--- config.mk ---
export PLATFORM = sky130hd
export DESIGN_NAME = lap_mem_ctrl
export DESIGN_NICKNAME = d
export VERILOG_FILES = /design/src/rtl/lap_mem_ctrl.sv
export SDC_FILE = /design/constraint.sdc
export NUM_CORES = 1
export LEC_CHECK = 0
export CELL_PAD_IN_SITES_DETAIL_PLACEMENT = 1
export CELL_PAD_IN_SITES_GLOBAL_PLACEMENT = 2
export CORE_MARGIN = 5
export CORE_UTILIZATION = 41
export DETAILED_ROUTE_END_ITERATION = 8
export HOLD_SLACK_MARGIN = 0.08
export PLACE_DENSITY_LB_ADDON = 0.1
export SLEW_MARGIN = 20
export SYNTH_ARGS = -nofsm -noshare
export SYNTH_HDL_FRONTEND = slang
export SYNTH_SLANG_ARGS = --single-unit
--- constraint.sdc ---
create_clock -name clk -period 7.5 [get_ports clk]
set_input_delay 1.5 -clock clk [delete_from_list [all_inputs] [get_ports clk]]
set_output_delay 1.5 -clock clk [all_outputs]
set_load 0.005 [all_outputs]
--- src/rtl/lap_mem_ctrl.sv ---
// ---------------------------------------------------------------------------
// lap_mem_ctrl
// Lap memory controller for a stopwatch. Holds up to eight BCD hh:mm:ss lap
// snapshots in a small circular buffer, lets the user step through them in
// recall mode, and wipes the whole buffer on a clear press.
//
// Build option: define LAP_OVERWRITE_EN to let a store into a full buffer
// replace the oldest entry. Without it, that store is rejected and err
// pulses for one cycle.
//
// Ports
//   clk         system clock, everything updates on its rising edge
//   rst         asynchronous active-high reset (memory contents are kept)
//   en          stopwatch mode enable, gates store/recall (not clear)
//   time_in     current stopwatch value, BCD hh:mm:ss (24 bits)
//   store_btn   debounced store button level
//   recall_btn  debounced recall button level
//   clr_btn     debounced clear button level
//   rd_mode     0 = store mode, 1 = recall mode
//   lap_out     last recalled lap value
//   lap_idx     logical index (0 = oldest) of lap_out
//   lap_valid   lap_out holds a recalled entry
//   cnt         number of stored entries, 0..8
//   full        cnt == 8
//   busy        FSM is not idle
//   err         one-cycle pulse when a store is rejected
// ---------------------------------------------------------------------------
module lap_mem_ctrl (
    input  logic        clk,
    input  logic        rst,
    input  logic        en,
    input  logic [23:0] time_in,
    input  logic        store_btn,
    input  logic        recall_btn,
    input  logic        clr_btn,
    input  logic        rd_mode,
    output logic [23:0] lap_out,
    output logic [2:0]  lap_idx,
    output logic        lap_valid,
    output logic [3:0]  cnt,
    output logic        full,
    output logic        busy,
    output logic        err
);

    typedef enum logic [1:0] {IDLE, WRITE, READ, CLEAR} state_t;
    typedef enum logic [1:0] {OP_NONE, OP_STORE, OP_RECALL, OP_CLEAR} op_t;

    state_t      r_state;
    state_t      w_nextState;
    op_t         r_pendOp;
    op_t         w_acceptOp;

    logic        r_storePrev;
    logic        r_recallPrev;
    logic        r_clrPrev;
    logic        r_rdModePrev;

    logic [23:0] r_mem [0:7];
    logic [23:0] r_snap;
    logic [2:0]  r_wrPtr;
    logic [2:0]  r_rdPtr;
    logic [2:0]  r_clrAddr;
    logic [3:0]  r_cnt;
    logic [23:0] r_lapOut;
    logic [2:0]  r_lapIdx;
    logic        r_lapValid;
    logic        r_err;

    logic        w_storeRise;
    logic        w_recallRise;
    logic        w_clrRise;
    logic        w_rdModeFall;
    logic        w_full;
    logic        w_canAccept;
    logic [2:0]  w_rdAddr;
    logic        w_memWe;
    logic [2:0]  w_memAddr;
    logic [23:0] w_memData;

    assign w_storeRise  = store_btn  & ~r_storePrev;
    assign w_recallRise = recall_btn & ~r_recallPrev;
    assign w_clrRise    = clr_btn    & ~r_clrPrev;
    assign w_rdModeFall = ~rd_mode   &  r_rdModePrev;

    assign w_full = (r_cnt == 4'd8);

    // Once the buffer has wrapped, the oldest entry sits at wr_ptr, so logical
    // index 0 is rebased there; before that the oldest entry is address 0.
    assign w_rdAddr = (w_full ? r_wrPtr : 3'd0) + r_rdPtr;

    // A press is only taken when nothing is pending or running, so presses
    // that arrive while an operation is in flight simply vanish.
    assign w_canAccept = (r_state == IDLE) && (r_pendOp == OP_NONE);

    // Decide which press (if any) to take this cycle: clear beats store
    // beats recall, and store/recall also need the right mode and enable.
    always_comb begin
        w_acceptOp = OP_NONE;
        if (w_canAccept) begin
            if (w_clrRise) begin
                w_acceptOp = OP_CLEAR;
            end else if (w_storeRise && en && !rd_mode) begin
                w_acceptOp = OP_STORE;
            end else if (w_recallRise && en && rd_mode) begin
                w_acceptOp = OP_RECALL;
            end
        end
    end

    // State register.
    always_ff @(posedge clk or posedge rst) begin
        if (rst) begin
            r_state <= IDLE;
        end else begin
            r_state <= w_nextState;
        end
    end

    // Next-state logic: the accepted request waits one cycle in r_pendOp,
    // then the action state runs; CLEAR stays until address 7 is written.
    always_comb begin
        w_nextState = r_state;
        case (r_state)
            IDLE: begin
                case (r_pendOp)
                    OP_STORE:  w_nextState = WRITE;
                    OP_RECALL: w_nextState = READ;
                    OP_CLEAR:  w_nextState = CLEAR;
                    default:   w_nextState = IDLE;
                endcase
            end
            WRITE:   w_nextState = IDLE;
            READ:    w_nextState = IDLE;
            CLEAR:   w_nextState = (r_clrAddr == 3'd7) ? IDLE : CLEAR;
            default: w_nextState = IDLE;
        endcase
    end

    // Memory write port: a lap snapshot in WRITE, zeros while clearing.
    always_comb begin
        w_memWe   = 1'b0;
        w_memAddr = r_wrPtr;
        w_memData = r_snap;
        case (r_state)
            WRITE: begin
`ifdef LAP_OVERWRITE_EN
                w_memWe = 1'b1;
`else
                w_memWe = !w_full;
`endif
            end
            CLEAR: begin
                w_memWe   = 1'b1;
                w_memAddr = r_clrAddr;
                w_memData = 24'd0;
            end
            default: w_memWe = 1'b0;
        endcase
    end

    // Lap storage has no reset so that reset leaves old contents in place;
    // writes are blocked while rst is high.
    always_ff @(posedge clk) begin
        if (w_memWe && !rst) begin
            r_mem[w_memAddr] <= w_memData;
        end
    end

    // Pointers, counters, recall outputs, edge detectors and err pulse.
    // A falling rd_mode is handled last so it wins over any READ update.
    always_ff @(posedge clk or posedge rst) begin
        if (rst) begin
            r_pendOp     <= OP_NONE;
            r_storePrev  <= 1'b0;
            r_recallPrev <= 1'b0;
            r_clrPrev    <= 1'b0;
            r_rdModePrev <= 1'b0;
            r_snap       <= 24'd0;
            r_wrPtr      <= 3'd0;
            r_rdPtr      <= 3'd0;
            r_clrAddr    <= 3'd0;
            r_cnt        <= 4'd0;
            r_lapOut     <= 24'd0;
            r_lapIdx     <= 3'd0;
            r_lapValid   <= 1'b0;
            r_err        <= 1'b0;
        end else begin
            r_storePrev  <= store_btn;
            r_recallPrev <= recall_btn;
            r_clrPrev    <= clr_btn;
            r_rdModePrev <= rd_mode;
            r_pendOp     <= w_acceptOp;
            r_err        <= 1'b0;

            if (w_acceptOp == OP_STORE) begin
                r_snap <= time_in;
            end

            case (r_state)
                WRITE: begin
                    if (!w_full) begin
                        r_wrPtr <= r_wrPtr + 3'd1;
                        r_cnt   <= r_cnt + 4'd1;
                    end else begin
`ifdef LAP_OVERWRITE_EN
                        r_wrPtr <= r_wrPtr + 3'd1;
`else
                        r_err   <= 1'b1;
`endif
                    end
                end
                READ: begin
                    if (r_cnt != 4'd0) begin
                        r_lapOut   <= r_mem[w_rdAddr];
                        r_lapIdx   <= r_rdPtr;
                        r_lapValid <= 1'b1;
                        if (({1'b0, r_rdPtr} + 4'd1) == r_cnt) begin
                            r_rdPtr <= 3'd0;
                        end else begin
                            r_rdPtr <= r_rdPtr + 3'd1;
                        end
                    end
                end
                CLEAR: begin
                    r_clrAddr <= r_clrAddr + 3'd1;
                    if (r_clrAddr == 3'd7) begin
                        r_cnt      <= 4'd0;
                        r_wrPtr    <= 3'd0;
                        r_rdPtr    <= 3'd0;
                        r_lapOut   <= 24'd0;
                        r_lapIdx   <= 3'd0;
                        r_lapValid <= 1'b0;
                    end
                end
                default: begin
                end
            endcase

            if (w_rdModeFall) begin
                r_rdPtr    <= 3'd0;
                r_lapValid <= 1'b0;
            end
        end
    end

    assign lap_out   = r_lapOut;
    assign lap_idx   = r_lapIdx;
    assign lap_valid = r_lapValid;
    assign cnt       = r_cnt;
    assign full      = w_full;
    assign busy      = (r_state != IDLE);
    assign err       = r_err;

endmodule

; After elaboration in Yosys (flattened, before gate mapping)
; Memory sizes are Yosys's and may differ from the RTL's.
; Index checks and enable logic that the tools add are counted.
; W data, S select, Z words.
[totals]
ff_bits = 74
ram_bits = 192
n_memories = 1
[memory_table]
columns = name, depth, width, read_ports, rd_ports_with_merged_regs, wr, line
row1 = r_mem, 8, 24, 1, 0, 1, 59  ; logic [23:0] r_mem [0:7];
[classes]
addsub = 6
n_eq_ne = 15
mux = 34
bitwise_logic = 8
n_reduce_logical = 20
[op_table]
columns = operator, count
row1 = $mux W24, 3
row2 = $pmux W24 S2, 1
row3 = $mux W3, 8
row4 = $pmux W3 S2, 3
row5 = $pmux W2 S3, 2
row6 = $mux W2, 5
row7 = $add A3 B1 Y3 const B, 3
row8 = $reduce_and A3 Y1, 3
row9 = $eq A2 B2 Y1 const B, 4
row10 = $mux W4, 2
row11 = $pmux W4 S2, 1
row12 = $mux W1, 7
row13 = $eq A2 B1 Y1 const B, 3
row14 = $logic_and A1 B1 Y1, 6
row15 = $ne A2 B2 Y1 const B, 3
row16 = $ne A3 B3 Y1 const B, 2
row17 = $reduce_bool A2 Y1, 3
row18 = $add A3 B1 Y4 const B, 1
row19 = $add A4 B1 Y4 const B, 1
row20 = $and A1 B1 Y1, 4
row21 = $eq A4 B4 Y1, 1
row22 = $eq A4 B4 Y1 const B, 1
row23 = $logic_not A2 Y1, 2
row24 = $not A1 Y1, 4
row25 = other kinds (7), 10

; Longest topological paths before layout
[depth]
ltp_word = 9
depth_mapped = 13
mapped_depth_nobuf = 11

; Worst setup path before layout
; Ideal clock, no wire load.
[synth_path]
kind = input -> register
start = in rst
end = mem r_mem[1][0], enable pin
t_arrival_ns = 4.582
slack_ns = 2.514
path_stages = 3
cell_sequence = inv_1 nand3_1 nor2_1
[synth_between]
elab_chain_len = 4
[synth_rtl]
columns = element, line
row1 = "start, declared", 30  ; input logic rst,
row2 = $logic_not A1 Y1 (no line), -
row3 = $logic_and A1 B1 Y1, 165  ; if (w_memWe && !rst) begin
row4 = $mux W1, 165
row5 = $mux W1 (implied by the code), 166  ; r_mem[w_memAddr] <= w_memData;
row6 = "end, declared", 59
; No other way between the ends.

; Final worst setup path
[layout_path]
start = reg r_cnt[0] (netlist: cnt[0])
end = out full
[layout_between]
elab_chain_len = 1
[layout_rtl]
columns = element, line
row1 = "start, declared", 64  ; logic [3:0] r_cnt;
row2 = "start signal, assigned", 204  ; r_cnt <= r_cnt + 4'd1;
row3 = $eq A4 B4 Y1, 86  ; assign w_full = (r_cnt == 4'd8);
row4 = "end, declared", 41  ; output logic full,
; No other way between the ends.

==> results by group <==
Outcome
  • Outcome: complete, no violations

CTS
  • CTS clock-pin slew for the worst setup and hold paths: ~0.06 ns
  • Cts hold-fix bufs: 0
  • Clock sinks: ~270
  • Post-CTS Resized: 0
  • Worst-Skew Late Latency: approximately 0.54 ns
  • H-tree level count: 1
  • CTS Buffer Depth: 3
  • Root Driver: clkbuf_16
  • Setup Buffers After CTS: 0
  • CTS tree: yes
  • TritonCTS buffer count: 29

Routing
  • Drt first pass iters: 4
  • Via count: 5354
  • Iteration-0 DRC Markers: 356
  • Drc violations: 0
  • Vias per inst: approximately 5.2
  • Detail Route Antenna Nets: 0
  • Avg WL per Cell: 22.12 um
  • Routed WL: 22670 um

Logic synthesis
  • Syn Std Cell Area: between 10000 and 15000 um2
  • Ys flop type: edfxtp_1
  • Async set-or-reset flop fraction in the synthesized netlist: between 20% and 30%
  • Top cell type's share of synthesized area: 53.86%
  • Leading post-synthesis cells by cell area: edfxtp_1, dfrtp_1, mux4_2
  • Synth warn: 0
  • Synth Instances: around 600
  • Top cells by count, synth: edfxtp_1, dfrtp_1, mux4_2
  • Syn Nets: 627
  • Seq/Total Area, Yosys: 71.15%
  • Largest area contributor in the netlist: edfxtp_1
  • Number of synthesized flops with an enable pin: approximately 190
  • Syn_area_per_cell: ~18 um2
  • Yosys reg bits: approximately 270
  • Top-count cell post-synth: edfxtp_1
  • Cell variety after synth: 52

Setup path
  • Critical path arrival: approximately 2.4 ns
  • Startpoint Class: flop
  • CP Data Required Time: around 6.0 ns
  • Buf/Inv on CP: 2
  • Critical path's slowest cell: clkdlybuf4s50_1
  • Slowest stage delay, CP: between 0.5 and 0.6 ns
  • Critical Path Fanout Max: 11
  • Setup Crit Path Kind: flop to output port
  • Critical-path cell list: inv_1 -> ha_1 -> and3b_1 -> clkdlybuf4s50_1
  • Crit path capture type: output port
  • Crit-path leading delay family: buffers and inverters

Floorplan
  • Total Die Area: ~30000 um2
  • Die Span Y: 171.6 um
  • Std-Cell Rows: 59
  • Initial Utilization: approximately 41%
  • Core area: approximately 26000 um2
  • IO Count: 66
  • Die X: 171.6 um

Final layout
  • Share of cells above drive strength 1: 21.59%
  • Final instance area: about 13000 um2
  • Nets@finish: approximately 710
  • Final Util: roughly half
  • Area grow syn2layout: 18.91%
  • Antenna Diode Count: 0

Global route
  • Initial antenna violation count: 0
  • Total GRT Usage: about 16%
  • Vias in the first global route: between 5000 and 6000
  • Congestion Overflow GR: 0
  • Largest net degree at the start of global routing: between 50 and 60
  • First-pass GRT wire length: 35750 um

Power
  • Clk network pwr share: between 20% and 30%
  • VDD IR max: ~0.18 mV
  • Cell Int Power: between 3000 and 4000 uW
  • Leak: 0.004527 uW
  • Combinational Power Share: around 27%
  • Total power: 4912 uW
  • Net switching power: approximately 1400 uW
  • Sw Share: between 20 and 30%
  • PD cells: between 300 and 400 nW/um2
  • Register share of total power: 43.0%

Timing
  • Final period utilization: between 50 and 60%
  • Worst hold slack: 0.4852 ns
  • Final hold vios: 0
  • Max transition margin: about a third
  • Fin Setup TNS: 0 ns
  • RSZ-0062 raised after global routing: false
  • FMAX: roughly 0.26 GHz
  • Tmin final: between 3 and 4 ns
  • Finish-stage setup viols: 0
  • Fin. max-slew vios: 0
  • Skew final: between 0.01 and 0.015 ns
  • Worst-margin pin slew: approximately 1 ns

Placement
  • Post-DP HPWL: about 14000 um
  • Placed Area: ~12000 um2
  • PortBufs: 65
  • GP Congestion: between 0.7 and 0.8

Run
  • Max-cap viol count: 0

Worst hold path
  • Worst min path class: flop to flop
## power groups by stage
stage          logic [uW]  clock network (uW)  registers, uW
2_1_floorplan         914                   0           2090
3_3_place_gp         1350                   0           2130
3_5_place_dp         1380                   0           2150
4_1_cts              1390                1490           2120
5_1_grt              1490                1560           2150
6_report             1350                1450           2110
## flip-flops by register name, indices dropped and copies added (netlist names)
register	count
cnt	4
err	1
lap_idx	3
lap_out	24
lap_valid	1
r_clrAddr	3
r_clrPrev	1
r_mem	192
r_pendOp	2
r_rdModePrev	1
r_rdPtr	3
r_recallPrev	1
r_snap	24
r_state	2
r_storePrev	1
r_wrPtr	3
## cells in the final DEF (no fill, tap or decap), types with 2 or more instances in the layout
master           synthesis  final
a21oi_1                  8      8
dfrtp_1                 74     74
nand3_1                  3      3
mux4_2                  48     48
clkbuf_1                 6      5
a21boi_0                 2      2
clkinv_1                 0      5
clkinvlp_4               0      2
nor3b_1                  5      5
clkdlybuf4s50_1          0     65
nand3b_1                 2      2
nor2_4                   0      4
bufinv_16                0      4
o21ai_0                 15     15
xnor2_1                  2      2
o211ai_1                 2      2
buf_4                    2     10
inv_1                   11     10
nand2_1                 44     44
nor2_2                   0      4
nand2b_1                 3      3
xnor2_4                  2      2
clkbuf_16                0     29
mux2_4                  20     20
clkbuf_8                 0      5
a31oi_1                  4      4
o21ai_1                 21     21
nor2_1                  11      3
nor2b_1                  7      7
ha_1                     7      6
and2_1                  25     25
mux2i_1                 25     25
edfxtp_1               192    192
mux2_2                   6      6
clkinv_2                 0      4
## area by class of cell
class	count	area [um2]
Multi-Input combinational cell	284	2934
Clock inverter	15	177.7
Timing Repair Buffer	75	725.7
Inverter	11	42.54
Sequential cell	266	7617
Clock buffer	39	813.3
Fill cell	2394	13180
Tap cell	335	419.2
## kinds of logic after synthesis
group / synth area share (%)
AO/OA/AOI/OAI: 3.296
XOR/XNOR: 0.8883
adder cells (fa/ha/maj): 1.005
buffers and inverters: 1.952
flip-flops: 71.15
multiplexers: 15.87
AND/OR/NAND/NOR: 5.832
## routing by layer
layer  GRT usage (%)  share of wire, %  vias up
li1                -                 -     2436
met1           23.18                45     2779
met2           25.88                48      115
met3           2.574               5.6       24
met4           2.997               1.2        0
met5               0                 0        -
## per-stage QoR
step | worst slack, ns | instances
final | 3.625 | 1025
after global routing | 3.482 | 1025
after CTS | 3.591 | 1025
after detailed placement | 3.305 | 971
after global placement | 3.448 | 971
after floorplan | 2.514 | 588
## worst min-delay path, delay by kind of cell (launching register included)
family / cells / cell delay (ns)
DFF: 1 / 0.34
AOI/OAI and AO/OA: 1 / 0.06
and+or+nand+nor: 1 / 0.05
## final timing paths
kind | from | end | slack [ns] | depth (start not counted)
hold / removal | lap_out[11]$_DFFE_PP0P_ | lap_out[11]$_DFFE_PP0P_ | 0.49 | 2
setup reg to reg | cnt[0]$_DFFE_PP0P_ | lap_out[17]$_DFFE_PP0P_ | 3.84 | 11
min in group asynchronous | rst | r_snap[16]$_DFFE_PP0N_ | 1.30 | 2
setup / recovery | cnt[0]$_DFFE_PP0P_ | full | 3.63 | 4
max in group asynchronous | rst | lap_out[2]$_DFFE_PP0P_ | 5.08 | 3
hold reg to reg | lap_out[11]$_DFFE_PP0P_ | lap_out[11]$_DFFE_PP0P_ | 0.49 | 2
(Power assumes the default switching activity.)
